## src/rtl/mem_write_dma_if.sv

```systemverilog
// Bus bundles used by mem_write_dma: write command, payload stream,
// AXI4 memory port and completion status.

interface axis_mem_cmd;
    logic        valid;
    logic        ready;
    logic [63:0] addr;
    logic [31:0] len;

    modport master (output valid, addr, len, input ready);
    modport slave  (input valid, addr, len, output ready);
endinterface

interface axi_stream #(
    parameter int DATA_WIDTH = 512
);
    logic                    valid;
    logic                    ready;
    logic [DATA_WIDTH-1:0]   data;
    logic [DATA_WIDTH/8-1:0] keep;
    logic                    last;

    modport master (output valid, data, keep, last, input ready);
    modport slave  (input valid, data, keep, last, output ready);
endinterface

interface axi_mm #(
    parameter int ADDR_WIDTH = 33,
    parameter int DATA_WIDTH = 512,
    parameter int ID_WIDTH   = 4,
    parameter int USER_WIDTH = 1
);
    logic [ID_WIDTH-1:0]     awid;
    logic [ADDR_WIDTH-1:0]   awaddr;
    logic [7:0]              awlen;
    logic [2:0]              awsize;
    logic [1:0]              awburst;
    logic                    awlock;
    logic [3:0]              awcache;
    logic [2:0]              awprot;
    logic [3:0]              awqos;
    logic [3:0]              awregion;
    logic [USER_WIDTH-1:0]   awuser;
    logic                    awvalid;
    logic                    awready;

    logic [DATA_WIDTH-1:0]   wdata;
    logic [DATA_WIDTH/8-1:0] wstrb;
    logic                    wlast;
    logic [USER_WIDTH-1:0]   wuser;
    logic                    wvalid;
    logic                    wready;

    logic [ID_WIDTH-1:0]     bid;
    logic [1:0]              bresp;
    logic [USER_WIDTH-1:0]   buser;
    logic                    bvalid;
    logic                    bready;

    logic [ID_WIDTH-1:0]     arid;
    logic [ADDR_WIDTH-1:0]   araddr;
    logic [7:0]              arlen;
    logic [2:0]              arsize;
    logic [1:0]              arburst;
    logic                    arlock;
    logic [3:0]              arcache;
    logic [2:0]              arprot;
    logic [3:0]              arqos;
    logic [3:0]              arregion;
    logic [USER_WIDTH-1:0]   aruser;
    logic                    arvalid;
    logic                    arready;

    logic [ID_WIDTH-1:0]     rid;
    logic [DATA_WIDTH-1:0]   rdata;
    logic [1:0]              rresp;
    logic                    rlast;
    logic [USER_WIDTH-1:0]   ruser;
    logic                    rvalid;
    logic                    rready;

    modport master (
        output awid, awaddr, awlen, awsize, awburst, awlock, awcache, awprot,
               awqos, awregion, awuser, awvalid,
               wdata, wstrb, wlast, wuser, wvalid,
               bready,
               arid, araddr, arlen, arsize, arburst, arlock, arcache, arprot,
               arqos, arregion, aruser, arvalid,
               rready,
        input  awready, wready, bid, bresp, buser, bvalid, arready,
               rid, rdata, rresp, rlast, ruser, rvalid
    );
    modport slave (
        input  awid, awaddr, awlen, awsize, awburst, awlock, awcache, awprot,
               awqos, awregion, awuser, awvalid,
               wdata, wstrb, wlast, wuser, wvalid,
               bready,
               arid, araddr, arlen, arsize, arburst, arlock, arcache, arprot,
               arqos, arregion, aruser, arvalid,
               rready,
        output awready, wready, bid, bresp, buser, bvalid, arready,
               rid, rdata, rresp, rlast, ruser, rvalid
    );
endinterface

interface axis_mem_status;
    logic       valid;
    logic       ready;
    logic [7:0] data;

    modport master (output valid, data, input ready);
    modport slave  (input valid, data, output ready);
endinterface

```

## src/rtl/mem_write_dma.sv

```systemverilog
// Write-side DMA: one command at a time, split into 4 KB-safe AXI4 INCR bursts,
// payload passed straight through from the stream, one status byte per command.

module mem_write_dma #(
    parameter int ADDR_WIDTH = 33,
    parameter int DATA_WIDTH = 512,
    parameter int MAX_BURST  = 64
) (
    input  logic           clk,
    input  logic           rstn,
    axis_mem_cmd.slave     s_cmd,
    axi_stream.slave       s_data,
    axi_mm.master          m_axi,
    axis_mem_status.master m_status
);
    localparam int BYTES      = DATA_WIDTH / 8;
    localparam int LOG_BYTES  = $clog2(BYTES);
    localparam int PAGE_BEATS = 4096 / BYTES;

    typedef enum logic [2:0] {IDLE, AW, W, WAIT_B, STATUS} state_t;

    state_t                state;
    state_t                state_nxt;
    logic [ADDR_WIDTH-1:0] addr;
    logic [31:0]           beats_rem;
    logic [7:0]            beat_idx;
    logic [26:0]           bursts_out;
    logic                  err;
    logic                  cmd_ready;

    logic [32:0]           cmd_beats;
    logic [31:0]           page_beats;
    logic [31:0]           burst_full;
    logic [8:0]            burst;
    logic                  last_beat;
    logic                  bready;
    logic                  cmd_hs;
    logic                  aw_hs;
    logic                  w_hs;
    logic                  b_hs;
    logic                  st_hs;

    assign cmd_beats  = (33'(s_cmd.len) + 33'(BYTES - 1)) >> LOG_BYTES;
    assign page_beats = 32'(PAGE_BEATS) - 32'(addr[11:LOG_BYTES]);

    // Burst length is the tightest of remaining beats, 4 KB page room and MAX_BURST.
    always_comb begin
        burst_full = beats_rem;
        if (page_beats < burst_full)
            burst_full = page_beats;
        if (32'(MAX_BURST) < burst_full)
            burst_full = 32'(MAX_BURST);
    end

    assign burst     = burst_full[8:0];
    assign last_beat = (beat_idx == 8'(burst - 9'd1));
    assign bready    = (state inside {AW, W, WAIT_B});

    assign cmd_hs = cmd_ready & s_cmd.valid;
    assign aw_hs  = (state == AW) & m_axi.awready;
    assign w_hs   = (state == W) & s_data.valid & m_axi.wready;
    assign b_hs   = bready & m_axi.bvalid;
    assign st_hs  = (state == STATUS) & m_status.ready;

    always_comb begin
        state_nxt = state;
        case (state)
            IDLE: begin
                if (cmd_hs)
                    state_nxt = (s_cmd.len == '0) ? STATUS : AW;
            end
            AW: begin
                if (aw_hs)
                    state_nxt = W;
            end
            W: begin
                if (w_hs && last_beat)
                    state_nxt = (beats_rem != 32'(burst)) ? AW : WAIT_B;
            end
            WAIT_B: begin
                // Leave on the final B itself so status follows it by one cycle.
                if (bursts_out == '0 || (bursts_out == 27'd1 && b_hs))
                    state_nxt = STATUS;
            end
            STATUS: begin
                if (st_hs)
                    state_nxt = IDLE;
            end
            default: state_nxt = IDLE;
        endcase
    end

    always_ff @(posedge clk or negedge rstn) begin
        if (!rstn) begin
            state      <= IDLE;
            cmd_ready  <= 1'b0;
            addr       <= '0;
            beats_rem  <= '0;
            beat_idx   <= '0;
            bursts_out <= '0;
            err        <= 1'b0;
        end else begin
            state     <= state_nxt;
            cmd_ready <= (state_nxt == IDLE);

            if (cmd_hs) begin
                addr      <= {s_cmd.addr[ADDR_WIDTH-1:LOG_BYTES], {LOG_BYTES{1'b0}}};
                beats_rem <= cmd_beats[31:0];
            end else if (w_hs && last_beat) begin
                addr      <= addr + (ADDR_WIDTH'(burst) << LOG_BYTES);
                beats_rem <= beats_rem - 32'(burst);
            end

            if (cmd_hs)
                beat_idx <= '0;
            else if (w_hs)
                beat_idx <= last_beat ? '0 : beat_idx + 8'd1;

            // Simultaneous AW issue and B retire cancel out.
            if (cmd_hs)
                bursts_out <= '0;
            else if (aw_hs && !b_hs)
                bursts_out <= bursts_out + 27'd1;
            else if (b_hs && !aw_hs)
                bursts_out <= bursts_out - 27'd1;

            if (cmd_hs)
                err <= 1'b0;
            else if (b_hs && m_axi.bresp != 2'b00)
                err <= 1'b1;
        end
    end

    assign s_cmd.ready = cmd_ready;

    assign m_axi.awvalid  = (state == AW);
    assign m_axi.awaddr   = addr;
    assign m_axi.awlen    = 8'(burst - 9'd1);
    assign m_axi.awsize   = 3'(LOG_BYTES);
    assign m_axi.awburst  = 2'b01;
    assign m_axi.awid     = '0;
    assign m_axi.awlock   = 1'b0;
    assign m_axi.awcache  = '0;
    assign m_axi.awprot   = '0;
    assign m_axi.awqos    = '0;
    assign m_axi.awregion = '0;
    assign m_axi.awuser   = '0;

    assign m_axi.wvalid = (state == W) & s_data.valid;
    assign s_data.ready = (state == W) & m_axi.wready;
    assign m_axi.wdata  = s_data.data;
    assign m_axi.wstrb  = s_data.keep;
    assign m_axi.wlast  = (state == W) & last_beat;
    assign m_axi.wuser  = '0;

    assign m_axi.bready = bready;

    assign m_axi.arid     = '0;
    assign m_axi.araddr   = '0;
    assign m_axi.arlen    = '0;
    assign m_axi.arsize   = '0;
    assign m_axi.arburst  = '0;
    assign m_axi.arlock   = 1'b0;
    assign m_axi.arcache  = '0;
    assign m_axi.arprot   = '0;
    assign m_axi.arqos    = '0;
    assign m_axi.arregion = '0;
    assign m_axi.aruser   = '0;
    assign m_axi.arvalid  = 1'b0;
    assign m_axi.rready   = 1'b0;

    assign m_status.valid = (state == STATUS);
    assign m_status.data  = {7'b0, err};

    logic unused_inputs;
    assign unused_inputs = ^{s_cmd.addr, s_data.last, m_axi.bid, m_axi.buser,
                             m_axi.arready, m_axi.rid, m_axi.rdata, m_axi.rresp,
                             m_axi.rlast, m_axi.ruser, m_axi.rvalid,
                             cmd_beats[32], burst_full[31:9]};
endmodule

```

## src/flat_wrapper.sv

```systemverilog
// flat-port wrapper written by rule: the top's interface ports become plain ports
module mem_write_dma_flat 
#(
    parameter int ADDR_WIDTH = 33,
    parameter int DATA_WIDTH = 512,
    parameter int MAX_BURST  = 64
)
  (clk, rstn, s_cmd_valid, s_cmd_addr, s_cmd_len, s_cmd_ready, s_data_valid, s_data_data, s_data_keep, s_data_last, s_data_ready, m_axi_awid, m_axi_awaddr, m_axi_awlen, m_axi_awsize, m_axi_awburst, m_axi_awlock, m_axi_awcache, m_axi_awprot, m_axi_awqos, m_axi_awregion, m_axi_awuser, m_axi_awvalid, m_axi_wdata, m_axi_wstrb, m_axi_wlast, m_axi_wuser, m_axi_wvalid, m_axi_bready, m_axi_arid, m_axi_araddr, m_axi_arlen, m_axi_arsize, m_axi_arburst, m_axi_arlock, m_axi_arcache, m_axi_arprot, m_axi_arqos, m_axi_arregion, m_axi_aruser, m_axi_arvalid, m_axi_rready, m_axi_awready, m_axi_wready, m_axi_bid, m_axi_bresp, m_axi_buser, m_axi_bvalid, m_axi_arready, m_axi_rid, m_axi_rdata, m_axi_rresp, m_axi_rlast, m_axi_ruser, m_axi_rvalid, m_status_valid, m_status_data, m_status_ready);
  axis_mem_cmd s_cmd_i ();
  axi_stream #(.DATA_WIDTH(DATA_WIDTH)) s_data_i ();
  axi_mm #(.ADDR_WIDTH(ADDR_WIDTH), .DATA_WIDTH(DATA_WIDTH)) m_axi_i ();
  axis_mem_status m_status_i ();
  input  logic clk;
  input  logic rstn;
  input wire logic [$bits(s_cmd_i.valid)-1:0] s_cmd_valid;
  input wire logic [$bits(s_cmd_i.addr)-1:0] s_cmd_addr;
  input wire logic [$bits(s_cmd_i.len)-1:0] s_cmd_len;
  output wire logic [$bits(s_cmd_i.ready)-1:0] s_cmd_ready;
  input wire logic [$bits(s_data_i.valid)-1:0] s_data_valid;
  input wire logic [$bits(s_data_i.data)-1:0] s_data_data;
  input wire logic [$bits(s_data_i.keep)-1:0] s_data_keep;
  input wire logic [$bits(s_data_i.last)-1:0] s_data_last;
  output wire logic [$bits(s_data_i.ready)-1:0] s_data_ready;
  output wire logic [$bits(m_axi_i.awid)-1:0] m_axi_awid;
  output wire logic [$bits(m_axi_i.awaddr)-1:0] m_axi_awaddr;
  output wire logic [$bits(m_axi_i.awlen)-1:0] m_axi_awlen;
  output wire logic [$bits(m_axi_i.awsize)-1:0] m_axi_awsize;
  output wire logic [$bits(m_axi_i.awburst)-1:0] m_axi_awburst;
  output wire logic [$bits(m_axi_i.awlock)-1:0] m_axi_awlock;
  output wire logic [$bits(m_axi_i.awcache)-1:0] m_axi_awcache;
  output wire logic [$bits(m_axi_i.awprot)-1:0] m_axi_awprot;
  output wire logic [$bits(m_axi_i.awqos)-1:0] m_axi_awqos;
  output wire logic [$bits(m_axi_i.awregion)-1:0] m_axi_awregion;
  output wire logic [$bits(m_axi_i.awuser)-1:0] m_axi_awuser;
  output wire logic [$bits(m_axi_i.awvalid)-1:0] m_axi_awvalid;
  output wire logic [$bits(m_axi_i.wdata)-1:0] m_axi_wdata;
  output wire logic [$bits(m_axi_i.wstrb)-1:0] m_axi_wstrb;
  output wire logic [$bits(m_axi_i.wlast)-1:0] m_axi_wlast;
  output wire logic [$bits(m_axi_i.wuser)-1:0] m_axi_wuser;
  output wire logic [$bits(m_axi_i.wvalid)-1:0] m_axi_wvalid;
  output wire logic [$bits(m_axi_i.bready)-1:0] m_axi_bready;
  output wire logic [$bits(m_axi_i.arid)-1:0] m_axi_arid;
  output wire logic [$bits(m_axi_i.araddr)-1:0] m_axi_araddr;
  output wire logic [$bits(m_axi_i.arlen)-1:0] m_axi_arlen;
  output wire logic [$bits(m_axi_i.arsize)-1:0] m_axi_arsize;
  output wire logic [$bits(m_axi_i.arburst)-1:0] m_axi_arburst;
  output wire logic [$bits(m_axi_i.arlock)-1:0] m_axi_arlock;
  output wire logic [$bits(m_axi_i.arcache)-1:0] m_axi_arcache;
  output wire logic [$bits(m_axi_i.arprot)-1:0] m_axi_arprot;
  output wire logic [$bits(m_axi_i.arqos)-1:0] m_axi_arqos;
  output wire logic [$bits(m_axi_i.arregion)-1:0] m_axi_arregion;
  output wire logic [$bits(m_axi_i.aruser)-1:0] m_axi_aruser;
  output wire logic [$bits(m_axi_i.arvalid)-1:0] m_axi_arvalid;
  output wire logic [$bits(m_axi_i.rready)-1:0] m_axi_rready;
  input wire logic [$bits(m_axi_i.awready)-1:0] m_axi_awready;
  input wire logic [$bits(m_axi_i.wready)-1:0] m_axi_wready;
  input wire logic [$bits(m_axi_i.bid)-1:0] m_axi_bid;
  input wire logic [$bits(m_axi_i.bresp)-1:0] m_axi_bresp;
  input wire logic [$bits(m_axi_i.buser)-1:0] m_axi_buser;
  input wire logic [$bits(m_axi_i.bvalid)-1:0] m_axi_bvalid;
  input wire logic [$bits(m_axi_i.arready)-1:0] m_axi_arready;
  input wire logic [$bits(m_axi_i.rid)-1:0] m_axi_rid;
  input wire logic [$bits(m_axi_i.rdata)-1:0] m_axi_rdata;
  input wire logic [$bits(m_axi_i.rresp)-1:0] m_axi_rresp;
  input wire logic [$bits(m_axi_i.rlast)-1:0] m_axi_rlast;
  input wire logic [$bits(m_axi_i.ruser)-1:0] m_axi_ruser;
  input wire logic [$bits(m_axi_i.rvalid)-1:0] m_axi_rvalid;
  output wire logic [$bits(m_status_i.valid)-1:0] m_status_valid;
  output wire logic [$bits(m_status_i.data)-1:0] m_status_data;
  input wire logic [$bits(m_status_i.ready)-1:0] m_status_ready;
  assign s_cmd_i.valid = s_cmd_valid;
  assign s_cmd_i.addr = s_cmd_addr;
  assign s_cmd_i.len = s_cmd_len;
  assign s_cmd_ready = s_cmd_i.ready;
  assign s_data_i.valid = s_data_valid;
  assign s_data_i.data = s_data_data;
  assign s_data_i.keep = s_data_keep;
  assign s_data_i.last = s_data_last;
  assign s_data_ready = s_data_i.ready;
  assign m_axi_awid = m_axi_i.awid;
  assign m_axi_awaddr = m_axi_i.awaddr;
  assign m_axi_awlen = m_axi_i.awlen;
  assign m_axi_awsize = m_axi_i.awsize;
  assign m_axi_awburst = m_axi_i.awburst;
  assign m_axi_awlock = m_axi_i.awlock;
  assign m_axi_awcache = m_axi_i.awcache;
  assign m_axi_awprot = m_axi_i.awprot;
  assign m_axi_awqos = m_axi_i.awqos;
  assign m_axi_awregion = m_axi_i.awregion;
  assign m_axi_awuser = m_axi_i.awuser;
  assign m_axi_awvalid = m_axi_i.awvalid;
  assign m_axi_wdata = m_axi_i.wdata;
  assign m_axi_wstrb = m_axi_i.wstrb;
  assign m_axi_wlast = m_axi_i.wlast;
  assign m_axi_wuser = m_axi_i.wuser;
  assign m_axi_wvalid = m_axi_i.wvalid;
  assign m_axi_bready = m_axi_i.bready;
  assign m_axi_arid = m_axi_i.arid;
  assign m_axi_araddr = m_axi_i.araddr;
  assign m_axi_arlen = m_axi_i.arlen;
  assign m_axi_arsize = m_axi_i.arsize;
  assign m_axi_arburst = m_axi_i.arburst;
  assign m_axi_arlock = m_axi_i.arlock;
  assign m_axi_arcache = m_axi_i.arcache;
  assign m_axi_arprot = m_axi_i.arprot;
  assign m_axi_arqos = m_axi_i.arqos;
  assign m_axi_arregion = m_axi_i.arregion;
  assign m_axi_aruser = m_axi_i.aruser;
  assign m_axi_arvalid = m_axi_i.arvalid;
  assign m_axi_rready = m_axi_i.rready;
  assign m_axi_i.awready = m_axi_awready;
  assign m_axi_i.wready = m_axi_wready;
  assign m_axi_i.bid = m_axi_bid;
  assign m_axi_i.bresp = m_axi_bresp;
  assign m_axi_i.buser = m_axi_buser;
  assign m_axi_i.bvalid = m_axi_bvalid;
  assign m_axi_i.arready = m_axi_arready;
  assign m_axi_i.rid = m_axi_rid;
  assign m_axi_i.rdata = m_axi_rdata;
  assign m_axi_i.rresp = m_axi_rresp;
  assign m_axi_i.rlast = m_axi_rlast;
  assign m_axi_i.ruser = m_axi_ruser;
  assign m_axi_i.rvalid = m_axi_rvalid;
  assign m_status_valid = m_status_i.valid;
  assign m_status_data = m_status_i.data;
  assign m_status_i.ready = m_status_ready;
  mem_write_dma #(.ADDR_WIDTH(ADDR_WIDTH), .DATA_WIDTH(DATA_WIDTH), .MAX_BURST(MAX_BURST)) u_core (.clk(clk), .rstn(rstn), .s_cmd(s_cmd_i), .s_data(s_data_i), .m_axi(m_axi_i), .m_status(m_status_i));
endmodule
```

## config.mk

```make
export PLATFORM = sky130hd
export DESIGN_NAME = mem_write_dma_flat
export DESIGN_NICKNAME = d
export VERILOG_FILES = /design/src/rtl/mem_write_dma_if.sv /design/src/rtl/mem_write_dma.sv /design/src/flat_wrapper.sv
export SDC_FILE = /design/constraint.sdc
export NUM_CORES = 1
export LEC_CHECK = 0
export ABC_AREA = 0
export BUFFER_PORTS_ARGS = -buffer_cell sky130_fd_sc_hd__buf_2
export CAP_MARGIN = 0
export CORE_AREA = 2 2 744 746
export DETAILED_ROUTE_END_ITERATION = 8
export DIE_AREA = 0 0 746 748
export GPL_TIMING_DRIVEN = 0
export PLACE_DENSITY_LB_ADDON = 0.12
export SLEW_MARGIN = 10
export SYNTH_ARGS = -nofsm -noshare
export SYNTH_HDL_FRONTEND = slang
export SYNTH_SLANG_ARGS = --single-unit
```

## constraint.sdc

```tcl
create_clock -name clk -period 6.65 [get_ports clk]
set_input_delay 1.33 -clock clk [delete_from_list [all_inputs] [get_ports clk]]
set_output_delay 1.33 -clock clk [all_outputs]
set_load 0.02 [all_outputs]
```

==> flow_summary_export.csv, run 1 <==
group,metric,value,unit
clocking,insertion_delay,0.45,ns
floorplanning,num_rows,273,
worst_setup_path,rr_startpoint,"u_core.m_axi.awaddr[6]$_DFFE_PN0P_",
worst_hold_path,worstHoldPathCells,2,
route,drcViolationCount,0,
power_and_ir_drop,p_leak,10.17,nW
finish,finalNetCount,3803,
clocking,clk_root_buffer_cell,"clkbuf_16",
clocking,cts-htree-levels,3,
clocking,cts_sinks,99,
route,ant_nets,0,
finish,drive_gt1_share,59.03,%
finish,fin_area,0.02740,mm2
route,drt_iter0_markers,524,
timing,hold_viol,0,
logic_synthesis,synth.area.top_cells,"buf_4 39%, dfrtp_1 19%, xnor2_1 3.9%",
floorplanning,die_h,748,um
worst_setup_path,end_kind,"output pin",
logic_synthesis,yosysUniqueCellTypes,76,
placed_design,dp_hpwl,152.3,mm
global_routing,grt_pass1_wl,197.7,mm
global_routing,antenna_found_initial,161,
logic_synthesis,netlist_area,0.01329,mm2
clocking,clk_pin_slew,0.10,ns
placed_design,pre_cts_ws,-1.227,ns
flow_run,maxCapViolCount,0,
logic_synthesis,synth_top_area_cell,"buf_4",
timing,maxSlewHeadroom,20.44,%
clocking,cts_tree,"done",
route,avgRoutedWirePerCell,16.79,um
logic_synthesis,synth_seq_cells,99,
timing,finalCriticalPeriod,6.760,ns
logic_synthesis,ys.flop_type,"dfrtp_1",
route,viasPerCell,1.511,
power_and_ir_drop,p_clk_share,10.0,%
worst_setup_path,cp.arrival,5.43,ns
power_and_ir_drop,switching_share,56.75,%
logic_synthesis,netlist_instances,1713,
global_routing,track_usage,5.688,%
timing,slew_viol_final,0,
floorplanning,die_w,746,um
worst_setup_path,worstSetupStartpointType,"flip-flop",
logic_synthesis,syn_area_per_cell,7.761,um2
route,wl,166.2,mm
floorplanning,ios,1938,
placed_design,postPlaceCellArea,0.02650,mm2
logic_synthesis,seq_area_frac_synth,18.64,%
timing,skew,0.03265,ns
logic_synthesis,async_flop_share,100.0,%
global_routing,grt_pass1_vias,14930,
worst_setup_path,crit_start,"u_core.m_axi.awaddr[6]$_DFFE_PN0P_",
worst_setup_path,required,5.32,ns
timing,finalCritPeriodShare,101.6,%
floorplanning,start_util,2.414,%
finish,fin_util,4.976,%
timing,setup_viol,1,
timing,fmaxAchievable,0.1479,GHz
logic_synthesis,synth.yosys.warnings,0,
clocking,cts_inserted_buffers,9,
finish,syn_to_final_growth,106.1,%
run_status,violations,"setup timing",
worst_hold_path,hold_path_class,"reg2reg",
floorplanning,core-area,0.5506,mm2
worst_setup_path,path_class,"reg2out",
logic_synthesis,synth-edff-count,0,
timing,rsz0062_at_grt,"yes",
placed_design,globalplace.congestion,1.005,
power_and_ir_drop,pwr-share-comb,73.4,%
worst_setup_path,reg2reg_depth,29,
route,drt_pass1_iterations,5,
logic_synthesis,yosysTopAreaCellShare,38.85,%
timing,hold_ws,0.5301,ns
power_and_ir_drop,p_seq_share,16.7,%
timing,tightest_slew,1.193,ns
worst_setup_path,crit_path_frequent_cell,"ha_4",
power_and_ir_drop,internal_power,0.002935,W
global_routing,overflow,0,
placed_design,io_buffer_count,687,
global_routing,grt_max_degree,60,
power_and_ir_drop,power.switching,0.003852,W
power_and_ir_drop,power.total,0.006787,W
run_status,status,"finished with violations",
power_and_ir_drop,p_per_area,247.7,mW/mm2
clocking,clockBufferDepth,2,
worst_setup_path,critPathMaxFanout,6,
worst_setup_path,max_stage_delay,0.48,ns
floorplanning,dieArea,0.5580,mm2
route,num_vias,14960,
worst_hold_path,min-delay-start,"u_core.err$_DFFE_PN0P_",
timing,layout_setup_ws,-0.1095,ns
power_and_ir_drop,peakVddDrop,0.0001384,V
worst_setup_path,slowest_stage,"or4b_4",
logic make-up (layout without fill, tap and decap cells):
| group | count (synthesis) | count (layout) | share of synthesized area, % |
|---|---|---|---|
| fa+ha+maj | 33 | 33 | 3.219 |
| buf+inv | 778 | 1519 | 41.46 |
| simple gates | 488 | 488 | 19.32 |
| flops | 99 | 99 | 18.64 |
| compound gates | 196 | 196 | 9.148 |
| other cells | 2 | 161 | 0.05649 |
| mux | 36 | 36 | 2.767 |
| xor+xnor | 81 | 81 | 5.393 |
routing by layer:
layer  vias to the layer above  track usage, %  routed length (um)
li1                       6707               -                   -
met1                      6775           5.833               59040
met2                      1155           9.670               79270
met3                       268           3.097               20760
met4                        56           2.244                6758
met5                         -               0                 350
synthesized netlist by cell type, drive strengths merged, types with 4 or more instances:
cell	n
a21boi	4
o41ai	4
or2	8
xnor2	59
buf	698
a31o	5
a21o	7
o21a	7
o21ai	51
nand2	114
inv	45
nor3	57
a21oi	63
nor3b	4
nor2	98
nand3b	6
nor4	28
nand3	43
clkbuf	34
and4	14
xor2	22
nor4b	5
nand4	15
ha	31
and3	25
nand2b	10
a31oi	15
o31ai	5
or3	28
dfrtp	99
nor2b	9
mux2i	33
o211ai	7
or4	6
and2	11
per-stage QoR:
stage | instances | setup TNS (ns)
4_1_cts | 9845 | -0.3727
2_1_floorplan | 1824 | 0
5_1_grt | 9880 | -2.102
3_5_place_dp | 9805 | -41.26
6_report | 9900 | -0.1095
3_3_place_gp | 9798 | -71.70
layout by cell type, fill, tap and decap left out, types with 9 or more instances in the layout:
cell       count
clkbuf_1      25
mux2i_1       31
xor2_1        20
conb_1       113
and2_1        11
nor2b_1        9
and4_1        14
dfrtp_1       98
nor2_1        95
nand4_1       15
nor3_1        50
xnor2_1       57
or3_1         25
a31oi_1       13
buf_4        721
and3_1        25
inv_1         41
diode_2       48
nand2_1      114
clkbuf_16      9
o21ai_0       48
a21oi_1       62
nand3_1       43
ha_1          28
nor4_1        20
buf_2        691
what timing repair did:
| item | 4_1_cts | 5_1_grt |
|---|---|---|
| resized for setup | 42 | 12 |
| pin swaps | 13 | 6 |
| hold buffers | 0 | 0 |
| endpoints found under the setup margin | 72 | 31 |
| endpoints found under the hold margin | 0 | 0 |
| buffers inserted | 25 | 7 |
cell type report:
type                       count  area (um2)
fill                       65340      523200
tap                         7287        9117
multi-input combinational    947        6017
buffer                       731        5371
timing repair buffer         726        3810
sequential                    99        2479
clock buffer                  12       246.5
inverter                      46       181.4
antenna                       48       120.1
clock inverter                 4       58.81
registers in the layout (all words and copies together), names as in the netlist:
register / count
u_core.bursts_out: 27
u_core.beats_rem: 32
u_core.s_cmd.ready: 1
u_core.m_axi.awaddr: 27
u_core.err: 1
u_core.state: 3
u_core.beat_idx: 8
worst paths after layout:
check,endpoint,slack [ns]
min,u_core.err$_DFFE_PN0P_,0.53
max in group asynchronous,u_core.m_axi.awaddr[7]$_DFFE_PN0P_,5.08
max,m_axi_wlast,-0.11
max reg2reg,u_core.beats_rem[23]$_DFFE_PN0P_,0.26
min reg2reg,u_core.err$_DFFE_PN0P_,0.53
min in group asynchronous,u_core.bursts_out[15]$_DFFE_PN0P_,0.80
worst max-delay path: cells and delay by family, from the launching register on:
family / cells / cell delay [ns]
simple gates: 9 / 2.13
buf+inv: 7 / 0.86
compound gates: 6 / 0.85
fa+ha+maj: 3 / 0.44
flops: 1 / 0.40
mux: 1 / 0.25
power groups by stage:
stage / sequential [W] / combinational [W] / clock (W)
after floorplan: 0.00111 / 0.00281 / 0
after global placement: 0.00117 / 0.00495 / 0
after detailed placement: 0.00116 / 0.00489 / 0
after CTS: 0.00115 / 0.00519 / 0.000741
after global routing: 0.00118 / 0.00564 / 0.000740
final: 0.00113 / 0.00498 / 0.000676
Power figures use the tool's default switching activity.
==> inputs of run 2 (changes only) <==
--- a/config.mk
+++ b/config.mk
@@ -6,11 +6,12 @@
 export NUM_CORES = 1
 export LEC_CHECK = 0
 export ABC_AREA = 0
+export ABC_CLOCK_PERIOD_IN_PS = 5700
 export BUFFER_PORTS_ARGS = -buffer_cell sky130_fd_sc_hd__buf_2
 export CAP_MARGIN = 0
-export CORE_AREA = 2 2 744 746
+export CORE_AREA = 2 2 758 760
 export DETAILED_ROUTE_END_ITERATION = 8
-export DIE_AREA = 0 0 746 748
+export DIE_AREA = 0 0 760 762
 export GPL_TIMING_DRIVEN = 0
 export PLACE_DENSITY_LB_ADDON = 0.12
 export SLEW_MARGIN = 10
==> constraint.sdc (replaced) <==
create_clock -name clk -period 5.7 [get_ports clk]
set_input_delay 1.14 -clock clk [delete_from_list [all_inputs] [get_ports clk]]
set_output_delay 1.14 -clock clk [all_outputs]
set_load 0.02 [all_outputs]
==> run 2 against run 1 <==
The run still ends with setup timing left. Via count rose by 1.3%. Wire length rose by 1.4%. Critical path depth fell by 3. Sequential share of layout area fell by 0.40 points. Combinational power rose by 31%. Clock skew fell by 0.010 ns. Count of clock-buffer cells in the layout fell by 2. Setup slack got worse by 0.53 ns. Critical endpoint unchanged.
==> flow_summary_export.csv, run 2 (synthesized netlist as in run 1, its figures left out) <==
group,metric,value,unit
global_routing,track_usage,5.550,%
clocking,cts_tree,"done",
route,drt_pass1_iterations,5,
floorplanning,num_rows,278,
route,num_vias,15160,
worst_setup_path,critPathMaxFanout,7,
clocking,clockBufferDepth,2,
power_and_ir_drop,p_per_area,298.8,mW/mm2
clocking,cts_sinks,99,
worst_setup_path,crit_start,"u_core.m_axi.awaddr[8]$_DFFE_PN0P_",
timing,setup_viol,12,
timing,hold_viol,0,
worst_setup_path,rr_startpoint,"u_core.m_axi.awaddr[8]$_DFFE_PN0P_",
placed_design,io_buffer_count,687,
global_routing,grt_pass1_vias,15210,
power_and_ir_drop,p_leak,10.59,nW
worst_setup_path,r2r_slack,-0.16,ns
global_routing,overflow,0,
clocking,insertion_delay,0.44,ns
timing,slew_viol_final,0,
floorplanning,ios,1938,
global_routing,grt_pass1_wl,199.2,mm
worst_setup_path,end_kind,"output pin",
timing,hold_ws,0.5237,ns
power_and_ir_drop,peakVddDrop,0.0001740,V
global_routing,grt_max_degree,60,
worst_setup_path,cp.arrival,5.20,ns
worst_setup_path,path_class,"reg2out",
flow_run,maxCapViolCount,0,
finish,mostFrequentLayoutCells,"744 x buf_4, 685 x buf_2, 113 x nand2_1, 113 x conb_1, 97 x dfrtp_1",
finish,layout.cells.non_filler,10210,
finish,syn_to_final_growth,115.7,%
finish,fillers,67770,
clocking,holdBufCountCts,0,
worst_setup_path,rr_endpoint,"u_core.beats_rem[24]$_DFFE_PN0P_",
placed_design,globalplace.congestion,1.028,
global_routing,antenna_found_initial,169,
finish,layout_commonest_cell,"buf_4",
floorplanning,start_util,2.328,%
run_status,violations,"setup timing",
timing,maxSlewHeadroom,17.61,%
route,drt_iter0_markers,496,
placed_design,dp.cells,10080,
finish,drive_gt1_share,62.00,%
finish,final-seq-area,0.002480,mm2
worst_hold_path,hold_path_class,"reg2reg",
floorplanning,dieArea,0.5791,mm2
route,drcViolationCount,0,
clocking,clk_pin_slew,0.10,ns
worst_setup_path,reg2reg_depth,29,
timing,finalCritPeriodShare,111.3,%
finish,finalNetCount,3843,
route,avgRoutedWirePerCell,16.50,um
floorplanning,die_h,762,um
route,viasPerCell,1.484,
run_status,status,"finished with violations",
timing,rsz0062_at_grt,"yes",
route,ant_nets,0,
route,wl,168.5,mm
finish,largest_reg_flops,32,
clocking,cts_inserted_buffers,9,
floorplanning,core-area,0.5711,mm2
clocking,cts-htree-levels,3,
worst_setup_path,worstSetupStartpointType,"flip-flop",
worst_setup_path,crit_end,"m_axi_wlast",
timing,layout_setup_ws,-0.6421,ns
timing,fmaxAchievable,0.1577,GHz
timing,finalCriticalPeriod,6.342,ns
placed_design,dp_hpwl,153.8,mm
timing,skew,0.02265,ns
finish,top_register,"u_core.beats_rem",
finish,multiInputGateArea,0.006457,mm2
timing,tightest_slew,1.236,ns
worst_setup_path,required,4.56,ns
floorplanning,die_w,760,um
clocking,clk_root_buffer_cell,"clkbuf_16",
-- run 2: changes by cell type in the layout (fill, tap and decap cells not counted), moves of 4 or more --
| cell | previous run | this run |
|---|---|---|
| nor3_4 | 2 | 10 |
| buf_12 | 0 | 5 |
| ha_1 | 28 | 21 |
| buf_6 | 4 | 19 |
| buf_2 | 691 | 685 |
| o21ai_0 | 48 | 41 |
| o21ai_2 | 1 | 5 |
| nor3_1 | 50 | 42 |
| a21oi_2 | 1 | 8 |
| nor4_4 | 4 | 8 |
| buf_4 | 721 | 744 |
| ha_4 | 3 | 9 |
| a21oi_1 | 62 | 54 |
-- run 2: area by class of cell --
| class | count | area share, % |
|---|---|---|
| Inverter | 46 | 0.6675 |
| Clock buffer | 10 | 0.7984 |
| Clock inverter | 6 | 0.1614 |
| Sequential cell | 99 | 8.647 |
| Tap cell | 7560 | 32.98 |
| Timing Repair Buffer | 768 | 14.88 |
| Antenna cell | 48 | 0.4188 |
| Multi-Input combinational cell | 947 | 22.52 |
| Buffer | 729 | 18.92 |
-- run 2: worst min-delay path by stage --
stage,from,end,slack [ns],cells past startpoint
after floorplan,u_core.err$_DFFE_PN0P_,u_core.err$_DFFE_PN0P_,0.49,2
after global placement,u_core.err$_DFFE_PN0P_,u_core.err$_DFFE_PN0P_,0.53,2
after detailed placement,u_core.err$_DFFE_PN0P_,u_core.err$_DFFE_PN0P_,0.52,2
after CTS,u_core.err$_DFFE_PN0P_,u_core.err$_DFFE_PN0P_,0.53,2
after global routing,u_core.err$_DFFE_PN0P_,u_core.err$_DFFE_PN0P_,0.54,2
final,u_core.err$_DFFE_PN0P_,u_core.err$_DFFE_PN0P_,0.52,2
-- run 2: through the flow --
step / setup WS [ns] / TNS [ns] / area (um2) / power (W) / util, %
after floorplan: -0.2917 / -0.2917 / 13830 / 0.004614 / -
after global placement: -2.747 / -106.80 / 26730 / 0.007149 / 4.680
after detailed placement: -1.723 / -83.38 / 26870 / 0.007063 / 4.705
after CTS: -0.9919 / -18.19 / 27910 / 0.008424 / 4.887
after global routing: -0.9972 / -11.60 / 28630 / 0.009486 / 5.013
final: -0.6421 / -1.821 / 28680 / 0.008569 / 5.021
-- run 2: repair_timing --
item | CTS | global route
resized for setup | 80 | 107
cloned | 1 | 2
pin swaps | 22 | 35
buffers inserted | 56 | 23
endpoints found under the setup margin | 75 | 62
endpoints found under the hold margin | 0 | 0
-- run 2: critical path, cell delays in order (launching register included) --
cell and delay [ns]:
dfrtp_1 0.42, buf_8 0.15, or4b_4 0.54, nand2b_4 0.18
inv_4 0.07, ha_4 0.12, nand4b_1 0.22, nor3_4 0.26
nor3_4 0.08, nor3_4 0.18, buf_6 0.17, nor2_4 0.04
a31oi_4 0.22, ha_4 0.20, inv_6 0.04, buf_6 0.11
a311oi_2 0.18, o211a_1 0.20, a21oi_2 0.05, mux2i_4 0.26
xor2_4 0.21, or3_4 0.50, nor4_4 0.16, buf_4 0.19
-- run 2: per-layer routing --
layer / vias to the layer above / wire length [um] / GRT usage [%]
met5: - / 586 / 0
met4: 90 / 6541 / 2.099
met3: 293 / 25280 / 3.865
met2: 1157 / 78470 / 9.233
met1: 6809 / 57630 / 5.375
li1: 6812 / - / -
-- run 2: power breakdown --
group	total (W)	internal (W)	switching, W
clock network	0.000704	0.000303	0.000402
logic	0.00653	0.00255	0.00398
registers	0.00134	0.000955	0.000381
==> inputs of run 3 (changes only) <==
--- a/config.mk
+++ b/config.mk
@@ -7,9 +7,10 @@
 export LEC_CHECK = 0
 export ABC_AREA = 0
 export ABC_CLOCK_PERIOD_IN_PS = 5700
-export BUFFER_PORTS_ARGS = -buffer_cell sky130_fd_sc_hd__buf_2
+export BUFFER_PORTS_ARGS = -buffer_cell sky130_fd_sc_hd__clkbuf_2
 export CAP_MARGIN = 0
 export CORE_AREA = 2 2 758 760
+export CTS_BUF_LIST = sky130_fd_sc_hd__clkbuf_8
 export DETAILED_ROUTE_END_ITERATION = 8
 export DIE_AREA = 0 0 760 762
 export GPL_TIMING_DRIVEN = 0
==> run 3 against run 2 <==
The run still ends with setup timing left. Sequential power barely moved. Sequential cell count unchanged. Combinational power about the same. Sequential share of layout area is 0.053 points higher. Critical endpoint unchanged.
==> flow_summary_export.csv, run 3 (synthesized netlist as in run 1, its figures left out) <==
group,metric,value,unit
floorplanning,ios,1938,
route,ant_nets,0,
global_routing,grt_util_met3,3.781,%
power_and_ir_drop,power.total,0.008457,W
timing,rsz0062_at_grt,"yes",
floorplanning,start_util,2.328,%
timing,hold_viol,0,
worst_setup_path,critPathMaxFanout,5,
global_routing,antenna_found_initial,175,
placed_design,globalplace.congestion,1.023,
placed_design,io_buffer_count,687,
run_status,status,"finished with violations",
floorplanning,num_rows,278,
placed_design,postPlaceCellArea,0.02687,mm2
timing,setup_viol,27,
finish,fillers,67720,
timing,fmaxAchievable,0.1545,GHz
route,wl,168.5,mm
route,drcViolationCount,0,
clocking,insertion_delay,0.54,ns
worst_setup_path,end_kind,"output pin",
clocking,clk_root_buffer_cell,"clkbuf_8",
finish,syn_to_final_growth,114.4,%
route,drt_pass1_iterations,4,
floorplanning,dieArea,0.5791,mm2
finish,mostFrequentLayoutCells,"743 x buf_4, 690 x clkbuf_2, 114 x nand2_1",
timing,skew,0.03793,ns
finish,fin_area,0.02850,mm2
worst_setup_path,crit_start,"u_core.m_axi.awaddr[7]$_DFFE_PN0P_",
clocking,cts_inserted_buffers,9,
flow_run,maxCapViolCount,0,
timing,maxSlewHeadroom,23.40,%
worst_setup_path,required,4.56,ns
power_and_ir_drop,peakVddDrop,0.0001664,V
worst_setup_path,rr_startpoint,"u_core.m_axi.awaddr[7]$_DFFE_PN0P_",
timing,slew_viol_final,0,
global_routing,grt_pass1_wl,199.1,mm
worst_setup_path,path_class,"reg2out",
power_and_ir_drop,p_per_area,296.7,mW/mm2
floorplanning,core-area,0.5711,mm2
worst_hold_path,min-delay-start,"u_core.err$_DFFE_PN0P_",
clocking,cts-htree-levels,3,
placed_design,pre_cts_ws,-1.646,ns
clocking,cts_sinks,99,
clocking,holdBufCountCts,0,
finish,finalNetCount,3843,
floorplanning,die_w,760,um
route,drt_iter0_markers,497,
power_and_ir_drop,p_leak,10.70,nW
global_routing,grt_busiest_layer,"met2",
clocking,cts_tree,"done",
timing,finalCriticalPeriod,6.474,ns
route,num_vias,15150,
clocking,clk_pin_slew,0.15,ns
floorplanning,die_h,762,um
timing,layout_setup_ws,-0.7744,ns
global_routing,met2_usage,9.210,%
finish,drive_gt1_share,61.57,%
finish,largest_reg_flops,32,
worst_hold_path,hold_path_class,"reg2reg",
placed_design,dp_hpwl,153.8,mm
run_status,violations,"setup timing",
global_routing,grt_pass1_vias,15220,
finish,fin_util,4.990,%
finish,layout_commonest_cell,"buf_4",
global_routing,track_usage,5.541,%
global_routing,overflow,0,
route,avgRoutedWirePerCell,16.50,um
timing,tightest_slew,1.149,ns
worst_setup_path,cp.arrival,5.33,ns
clocking,clockBufferDepth,2,
worst_setup_path,worstSetupStartpointType,"flip-flop",
global_routing,grt_util_met1,5.376,%
route,viasPerCell,1.483,
finish,top_register,"u_core.beats_rem",
global_routing,grt_max_degree,60,
timing,finalCritPeriodShare,113.6,%
==> run 3: changes by cell type in the layout (fill, tap and decap cells not counted), moves of 5 or more <==
cell       delta
clkbuf_2    +683
buf_2       -682
clkbuf_8     +13
clkbuf_16     -8
a21oi_2       -5
==> run 3: critical path, cell delays in order (launching register included) <==
cell      delay, ns
dfrtp_2        0.45
inv_4          0.07
ha_4           0.13
or4b_4         0.46
nand2b_4       0.18
inv_4          0.07
ha_4           0.12
nand4b_1       0.22
nor3_4         0.27
nor3_4         0.07
nor3_4         0.19
buf_6          0.17
nor2_4         0.04
a31oi_4        0.23
ha_4           0.19
clkinv_4       0.07
o211ai_1       0.18
a21oi_1        0.11
a21oi_2        0.22
mux2i_2        0.13
nor4_2         0.22
o32ai_2        0.17
or3_4          0.44
nor4_4         0.17
clkbuf_8       0.19
==> run 3: area by class of cell <==
cell class              instances  area [um2]  area share (%)
repair buffers                770        4279           15.01
plain buffers                 727        5401           18.95
clock inverters                 5       41.29          0.1449
clock buffers                  11       151.4          0.5312
multi-input cells             947        6389           22.41
inverters                      46       188.9          0.6629
diodes                         45       112.6          0.3951
flip-flops and latches         99        2480           8.701
well taps                    7560        9459           33.19
==> run 3: worst paths after layout <==
kind | cells past startpoint | slack [ns] | end
setup / recovery | 24 | -0.77 | m_axi_wlast
hold / removal | 2 | 0.53 | u_core.err$_DFFE_PN0P_
setup reg to reg | 31 | -0.25 | u_core.beats_rem[24]$_DFFE_PN0P_
hold reg to reg | 2 | 0.53 | u_core.err$_DFFE_PN0P_
max in group asynchronous | 2 | 4.40 | u_core.m_axi.awaddr[6]$_DFFE_PN0P_
min in group asynchronous | 1 | 0.56 | u_core.bursts_out[17]$_DFFE_PN0P_
==> run 3: per-layer routing <==
layer,vias up,part of all wire (%)
li1,6802,-
met1,6778,33
met2,1182,47
met3,292,16
met4,92,4.0
met5,-,0.35
==> run 3: metrics by stage <==
step	hold slack [ns]	instances	TNS [ns]
floorplan	0.4913	1824	-0.2917
global placement	0.5309	10070	-106.44
detailed placement	0.5181	10080	-84.01
CTS	0.4998	10150	-18.06
global route	0.5341	10200	-13.84
finish	0.5350	10210	-4.203
==> run 3: power breakdown <==
part           switching (W)  total, W  internal (W)  leakage [nW]
combinational        0.00399   0.00653       0.00254          9.39
sequential          0.000384   0.00134      0.000954          1.21
clock               0.000404  0.000592      0.000188        0.0985
==> run 3: what timing repair did <==
action,4_1_cts,5_1_grt
buffers inserted,59,27
pin swaps,27,36
gates cloned,1,2
gates resized for setup,89,98
setup endpoints to repair,77,64
